File: config.mk
export PLATFORM = sky130hd
export DESIGN_NAME = bcd_counter_0_99_scan
export DESIGN_NICKNAME = d
export VERILOG_FILES = /design/src/rtl/seg7_pkg.sv /design/src/rtl/bcd_digit.sv /design/src/rtl/bcd_counter_0_99_scan.sv
export SDC_FILE = /design/constraint.sdc
export NUM_CORES = 1
export LEC_CHECK = 0
export CAP_MARGIN = 20
export CORE_ASPECT_RATIO = 0.6
export CORE_MARGIN = 5
export CORE_UTILIZATION = 30
export CTS_BUF_LIST = sky130_fd_sc_hd__clkbuf_4 sky130_fd_sc_hd__clkbuf_8 sky130_fd_sc_hd__clkbuf_16
export CTS_CLUSTER_DIAMETER = 150
export DETAILED_ROUTE_END_ITERATION = 10
export HOLD_SLACK_MARGIN = 0.03
export PLACE_DENSITY = 0.54
export SLEW_MARGIN = 15
export SYNTH_ARGS = -nofsm -noshare
export SYNTH_HDL_FRONTEND = slang
export SYNTH_SLANG_ARGS = --single-unit
File: constraint.sdc
create_clock -name clk -period 4.5 [get_ports clk]
set_input_delay 0.675 -clock clk [delete_from_list [all_inputs] [get_ports clk]]
set_output_delay 0.675 -clock clk [all_outputs]
set_load 0.005 [all_outputs]
File: src/rtl/seg7_pkg.sv
// Shared constants for the two-digit display path: digit select codes,
// the blank code the decoder renders as dark, and BCD digit limits.
package seg7_pkg;

  localparam logic [1:0] CH_RIGHT      = 2'b01;
  localparam logic [1:0] CH_LEFT       = 2'b10;
  localparam logic [3:0] BCD_BLANK     = 4'hF;
  localparam logic [3:0] BCD_MAX_DIGIT = 4'd9;

  typedef enum logic {
    PH_RIGHT = 1'b0,
    PH_LEFT  = 1'b1
  } scan_phase_t;

  function automatic logic is_bcd(input logic [3:0] d);
    return d <= BCD_MAX_DIGIT;
  endfunction

endpackage

File: src/rtl/bcd_digit.sv
// One decimal digit of the up/down counter; flags its terminal value so the
// next digit up can chain on it.
module bcd_digit
  import seg7_pkg::*;
(
  input  logic       clk,
  input  logic       rst_n,
  input  logic       clear,
  input  logic       load,
  input  logic [3:0] load_val,
  input  logic       step,
  input  logic       up_down,
  output logic [3:0] digit,
  output logic       carry_out,
  output logic       borrow_out
);

  always_ff @(posedge clk) begin
    if (!rst_n) begin
      digit <= 4'd0;
    end else if (clear) begin
      digit <= 4'd0;
    end else if (load) begin
      digit <= load_val;
    end else if (step) begin
      if (up_down) begin
        digit <= (digit == BCD_MAX_DIGIT) ? 4'd0 : digit + 4'd1;
      end else begin
        digit <= (digit == 4'd0) ? BCD_MAX_DIGIT : digit - 4'd1;
      end
    end
  end

  assign carry_out  = up_down & (digit == BCD_MAX_DIGIT);
  assign borrow_out = ~up_down & (digit == 4'd0);

endmodule

File: src/rtl/bcd_counter_0_99_scan.sv
// Two-digit BCD up/down counter on a prescaled tick, with a time-multiplexed
// ones/tens output feeding the 7-segment decoder.
module bcd_counter_0_99_scan
  import seg7_pkg::*;
#(
  parameter int CLK_DIV_COUNT = 50_000_000,
  parameter int SCAN_DIV      = 50_000,
  parameter int LEADING_BLANK = 1
) (
  input  logic       clk,
  input  logic       rst_n,
  input  logic       en,
  input  logic       up_down,
  input  logic       clear,
  input  logic       load,
  input  logic [3:0] load_tens,
  input  logic [3:0] load_ones,
  output logic [3:0] tens,
  output logic [3:0] ones,
  output logic       wrap,
  output logic [3:0] bcd,
  output logic [1:0] disp_channel
);

  localparam int PW = (CLK_DIV_COUNT > 1) ? $clog2(CLK_DIV_COUNT) : 1;
  localparam int SW = (SCAN_DIV > 1) ? $clog2(SCAN_DIV) : 1;
  localparam logic [PW-1:0] PRE_LAST  = PW'(CLK_DIV_COUNT - 1);
  localparam logic [SW-1:0] SCAN_LAST = SW'(SCAN_DIV - 1);

  logic [PW-1:0] pre;
  logic [SW-1:0] scan_cnt;
  scan_phase_t   phase;
  logic          tick;
  logic          load_ok;
  logic          ones_step;
  logic          tens_step;
  logic          ones_carry, ones_borrow;
  logic          tens_carry, tens_borrow;

  assign tick    = en & (pre == PRE_LAST);
  assign load_ok = load & is_bcd(load_tens) & is_bcd(load_ones);
  // Any load, even a rejected one, swallows a coincident tick.
  assign ones_step = tick & ~load & ~clear;
  assign tens_step = ones_step & (ones_carry | ones_borrow);

  always_ff @(posedge clk) begin
    if (!rst_n) begin
      pre <= '0;
    end else if (clear || load) begin
      pre <= '0;
    end else if (en) begin
      pre <= (pre == PRE_LAST) ? '0 : pre + PW'(1);
    end
  end

  bcd_digit u_ones (
    .clk        (clk),
    .rst_n      (rst_n),
    .clear      (clear),
    .load       (load_ok),
    .load_val   (load_ones),
    .step       (ones_step),
    .up_down    (up_down),
    .digit      (ones),
    .carry_out  (ones_carry),
    .borrow_out (ones_borrow)
  );

  bcd_digit u_tens (
    .clk        (clk),
    .rst_n      (rst_n),
    .clear      (clear),
    .load       (load_ok),
    .load_val   (load_tens),
    .step       (tens_step),
    .up_down    (up_down),
    .digit      (tens),
    .carry_out  (tens_carry),
    .borrow_out (tens_borrow)
  );

  always_ff @(posedge clk) begin
    if (!rst_n) begin
      wrap <= 1'b0;
    end else if (clear) begin
      wrap <= 1'b0;
    end else begin
      wrap <= tens_step & (tens_carry | tens_borrow);
    end
  end

  always_ff @(posedge clk) begin
    if (!rst_n) begin
      scan_cnt <= '0;
      phase    <= PH_RIGHT;
    end else if (scan_cnt == SCAN_LAST) begin
      scan_cnt <= '0;
      phase    <= (phase == PH_RIGHT) ? PH_LEFT : PH_RIGHT;
    end else begin
      scan_cnt <= scan_cnt + SW'(1);
    end
  end

  // Select and digit are registered together so they can never skew.
  always_ff @(posedge clk) begin
    if (!rst_n) begin
      bcd          <= 4'h0;
      disp_channel <= CH_RIGHT;
    end else if (phase == PH_RIGHT) begin
      bcd          <= ones;
      disp_channel <= CH_RIGHT;
    end else begin
      bcd          <= (LEADING_BLANK != 0 && tens == 4'd0) ? BCD_BLANK : tens;
      disp_channel <= CH_LEFT;
    end
  end

endmodule

---- Word-level counts from Yosys, hierarchy flattened ----
Cells that the tools add are included.
W data, S select, Z words.
cells by class
  reduce and logical (&&, ||, !) cells .... 8
  muxes and demuxes ....................... 15
  add/subtract/negate cells ............... 6
  bitwise operators ....................... 17
  $lt $le $gt $ge ......................... 2
  equal/unequal tests ..................... 4
operators by type and width
  cell                     count
  $mux W4                  12
  $add A26 B1 Y26 const B  1
  $eq A26 B26 Y1 const B   1
  $mux W26                 1
  $add A16 B1 Y16 const B  1
  $eq A16 B16 Y1 const B   1
  $and A1 B1 Y1            11
  $add A4 B1 Y4 const B    2
  $eq A4 B4 Y1 const B     2
  $le A4 B4 Y1 const B     2
  $logic_not A4 Y1         2
  $sub A4 B1 Y4 const B    2
  $reduce_or A2 Y1         3
  $not A1 Y1               4
  $reduce_bool A2 Y1       2
  $mux W2                  1
  $or A1 B1 Y1             2
  $logic_or A1 B1 Y1       1
  $mux W1                  1
storage, ports and cells
  logic and storage cells ................. 60
  bits of input ports ..................... 14
  output and inout bits ................... 15
  register bits after elaboration ......... 58

---- Depth between registers and ports, before layout ----
  depth after elaboration ................. 7
  mapped depth ............................ 8
  mapped depth without buffers ............ 6

---- By module ----
A second synthesis with hierarchy kept.
second synthesis, totals
  cell total of the unflattened synthesis .. 331
  area, all modules ....................... 2939.1 um2
by module, submodules not included
  module                 cells each  times used  sequential area each (um2)  area an instance (um2)
  bcd_counter_0_99_scan  259         1           1001.0                      2318.5
  bcd_digit              36          2           80.1                        310.3

---- Worst setup path after synthesis ----
OpenSTA, ideal clock, no wires.
  path type ............................... in2reg
  from .................................... input en
  to ...................................... register u_ones.digit[3]
  stages .................................. 7
  setup time .............................. 74 ps
  required time ........................... 4426 ps
  arrival ................................. 1960 ps
  slack ................................... 2466 ps
  buffers on the path ..................... 2
  cell sequence ........................... and4_1 > buf_2 > nand4_1 > or4_1 > buf_2 > a211o_1 > a31oi_1
on the way
  word-level cells in the longest chain between the ends .. 4
ends and longest elaborated chain
  item                          RTL line                     RTL
  from (decl)                   bcd_counter_0_99_scan.sv:12  input logic en,
  $and A1 B1 Y1                 bcd_counter_0_99_scan.sv:40  assign tick = en & (pre == PRE_LAST);
  $and A1 B1 Y1 (2 in a row)    bcd_counter_0_99_scan.sv:43  assign ones_step = tick & ~load & ~clear;
  $reduce_bool A2 Y1 (no line)  -
  to (signal assigned)          bcd_digit.sv:24              digit <= load_val;
  to (signal assigned)          bcd_digit.sv:27              digit <= (digit == BCD_MAX_DIGIT) ? 4'd0 : digit + 4'd1;
  to (signal assigned)          bcd_digit.sv:29              digit <= (digit == 4'd0) ? BCD_MAX_DIGIT : digit - 4'd1;
  to (decl)                     bcd_digit.sv:13              output logic [3:0] digit,
Every way passes these cells.
A chain may end at the register's enable or synchronous reset.

---- Worst setup path after layout ----
  from .................................... input up_down
  to ...................................... register u_tens.digit[3]
on the way
  word-level cells in the longest chain between the ends .. 5
  elaborated cells on any way between the ends .. 9
  those cells by class .................... mux: 3; bitwise: 5; reduce/logical: 1
ends and longest elaborated chain
  item                          RTL line                     RTL
  from (decl)                   bcd_counter_0_99_scan.sv:13  input logic up_down,
  $not A1 Y1                    bcd_digit.sv:35              assign borrow_out = ~up_down & (digit == 4'd0);
  $and A1 B1 Y1                 bcd_digit.sv:35
  $or A1 B1 Y1                  bcd_counter_0_99_scan.sv:44  assign tens_step = ones_step & (ones_carry | ones_borrow);
  $and A1 B1 Y1                 bcd_counter_0_99_scan.sv:44
  $reduce_bool A2 Y1 (no line)  -
  to (signal assigned)          bcd_digit.sv:24
  to (signal assigned)          bcd_digit.sv:27
  to (signal assigned)          bcd_digit.sv:29
  to (decl)                     bcd_digit.sv:13
Parallel ways exist; a longest one is shown, timed or not. The select of a mux whose other input is x is not followed.

==> impl_metrics.env <==
export IMPL_status="finished, final reports clean"
export IMPL_drc_errors=0
export IMPL_ys_flop_type="dfxtp_1"
export IMPL_maxSlewViolCount=0
export IMPL_slew_headroom_pct=57.22
export IMPL_final_cell_mix="dfxtp_1, nor2_1, clkdlybuf4s50_1, nand2_1, xnor2_1"
export IMPL_layout_commonest_cell="dfxtp_1"
export IMPL_power_leakage_nw=1.214
export IMPL_rr_startpoint="pre[0]$_SDFFE_PP0P_"
export IMPL_cts_tree="built"
export IMPL_ys_ff_latch=58
export IMPL_first_pass_iters=4
export IMPL_critPathArrivalTime_ns=2.97
export IMPL_finalWirelength_um=6800
export IMPL_synth_edf_count=0
export IMPL_synth_area_mux_share_pct=1.394
export IMPL_port_buffers=28
export IMPL_clk_latency_ns=0.32
export IMPL_grt_util_all_layers_pct=12.40
export IMPL_hold_viol=0
export IMPL_crit_fanout=21
export IMPL_worstHoldEndpoint="scan_cnt[0]$_SDFF_PP0_"
export IMPL_totalPowerFinal_mw=1.253
export IMPL_crit_family="simple AND/OR/NAND/NOR gates"
export IMPL_post_cts_buffers=0
export IMPL_synthesis_nets=366
export IMPL_slowest_delay_ns=0.73
export IMPL_synth_top_family_by_area="simple AND/OR/NAND/NOR gates"
export IMPL_synth_compound_area_share_pct=10.33
export IMPL_grt_max_degree=27
export IMPL_cts_hold_buffers=0
export IMPL_final_setup_viol_count=0
export IMPL_p_per_area_nw_per_um2=354.2
export IMPL_regToRegEndpoint="u_ones.digit[3]$_SDFFE_PP0P_"
export IMPL_worstPathCellList="clkdlybuf4s50_1 -> or3_1 -> a211oi_1 -> nor4b_2 -> or2_2 -> mux2i_1"
export IMPL_tightest_slew_ns=0.6397
export IMPL_fin_tns_setup_ns=0
export IMPL_dieWidth_um=136.3
export IMPL_clock_skew_ns=0.006068
export IMPL_core_area_um2=9256
export IMPL_grt_pass1_wl_um=11450
export IMPL_pre_cts_ws_ns=1.470
export IMPL_clockBufferDepth=2
export IMPL_dpl_cell_count=488
export IMPL_postRouteAntennaNets=0
export IMPL_cp_slowest_cell="clkdlybuf4s50_1"
export IMPL_die_h_um=85.78
export IMPL_cts_resized=0
export IMPL_nNetsFinal=386
export IMPL_diodes=0
export IMPL_drt_wirelength_per_cell_um=13.52
export IMPL_hp_start="scan_cnt[0]$_SDFF_PP0_"
export IMPL_fin_cells=503
export IMPL_syn_cell_area_um2=2872
export IMPL_end_kind="register"
export IMPL_fin_crit_sh_pct=60.47
export IMPL_maxCapViolations=0
export IMPL_place_area_um2=3239
export IMPL_viasPerCell=4.837
export IMPL_num_rows=27
export IMPL_drive_above_1_share_pct=5.898
export IMPL_required_ns=4.75
export IMPL_setup_ws_ns=1.779
export IMPL_numCtsBuffers=9
export IMPL_cts_root_buf="clkbuf_16"
export IMPL_start_kind="primary input"
export IMPL_antenna_found_initial=0
export IMPL_fin_area_um2=3537
export IMPL_crit_type="primary input to register"
export IMPL_place_gp_congestion=0.7646
export IMPL_routed_via_count=2433
export IMPL_clk_pin_slew_ns=0.05
export IMPL_synth_xor_area_share_pct=12.81
export IMPL_cts_htree_levels=3
export IMPL_synth_cells=350
export IMPL_max_freq_ghz=0.3675
export IMPL_areaGrowthSynthToFinish_pct=23.18
export IMPL_grt_remaining_overflow=0
export IMPL_path_buf_inv=1
export IMPL_whs_path_depth=1
export IMPL_hpwl_um=4873
export IMPL_rsz0062_at_grt="false"
export IMPL_synth_area_per_cell_um2=8.204
export IMPL_synth_async_reset_ratio_pct=0
export IMPL_ys_seq_area_share_pct=40.44
export IMPL_grt_pass1_vias=2243
export IMPL_start_util_pct=31.02
export IMPL_cts_sinks=58
export IMPL_io_pin_count=29
export IMPL_fin_crit_ns=2.721
export IMPL_ir_worst_vdd_uv=174.3
export IMPL_synthSimpleGateAreaFrac_pct=30.50
export IMPL_r2r_cells=6
export IMPL_drt_iter0_markers=239
export IMPL_synthDistinctLibCells=44
export IMPL_yosysWarnings=0
export IMPL_die_area_um2=11690
export IMPL_hold_class="register to register"
export IMPL_synthAdderAreaFrac_pct=0.8715
export IMPL_r2r_slack_ns=2.33
[cells in the mapped netlist (3+ instances only)]
library cell	count	share of area [%]
o31ai_1	3	0.78
xnor2_1	25	7.6
and4_1	3	0.92
nor3_1	12	2.1
a31oi_1	3	0.65
and3_1	15	3.3
dfxtp_1	58	40
a21oi_1	13	2.3
nor2_1	53	6.9
clkbuf_1	18	2.4
nand3_1	21	3.7
buf_2	3	0.52
inv_1	6	0.78
nor2b_1	3	0.65
nor4_1	6	1.3
xor2_1	17	5.2
nand2_1	25	3.3
mux2i_1	4	1.4
or3_1	5	1.1
nand4_1	10	2.2
o21ai_0	16	2.8
[cells by family (layout without fill, tap and decap cells)]
group           count (synthesis)  in the layout
simple gates                  169            169
flops                          58             58
compound gates                 48             48
xor+xnor                       42             42
buf+inv                        27             50
mux                             4              4
fa+ha+maj                       2              2
[registers in the layout (all words and copies together) (netlist names)]
name	count
scan_cnt	16
pre	26
u_ones.digit	4
wrap	1
disp_channel	2
u_tens.digit	4
bcd	4
phase	1
[report_power, final]
part / switching (mW) / internal (mW)
combinational: 0.0314 / 0.0298
clock: 0.214 / 0.449
sequential: 0.00867 / 0.520
[through the flow]
stage | util [%] | hold WS (ns)
2_1_floorplan | - | 0.4130
3_5_place_dp | 35.00 | 0.4326
5_1_grt | 38.21 | 0.4835
4_1_cts | 38.16 | 0.4454
6_report | 38.21 | 0.4376
3_3_place_gp | 35.00 | 0.4296
[layout make-up]
cell class,count,area [µm²]
Clock buffer,11,252.7
Clock inverter,3,40.04
Fill cell,960,5719
Inverter,6,22.52
Multi-Input combinational cell,265,1605
Sequential cell,58,1161
Tap cell,130,162.7
Timing Repair Buffer,30,292.8
[per-layer routing]
layer	wire, µm	track usage [%]
met3	442	4.513
met2	2601	15.94
met4	46	4.209
met5	0	0
met1	3709	18.61
[worst max-delay path by stage]
stage	startpoint	end	slack (ns)	cells after the start
2_1_floorplan	en	u_ones.digit[3]$_SDFFE_PP0P_	2.47	7
3_3_place_gp	up_down	u_tens.digit[3]$_SDFFE_PP0P_	1.54	6
3_5_place_dp	up_down	u_tens.digit[3]$_SDFFE_PP0P_	1.47	6
4_1_cts	up_down	u_tens.digit[3]$_SDFFE_PP0P_	1.80	6
5_1_grt	up_down	u_tens.digit[3]$_SDFFE_PP0P_	1.54	6
6_report	up_down	u_tens.digit[3]$_SDFFE_PP0P_	1.78	6
Power figures use the tool's default switching activity.
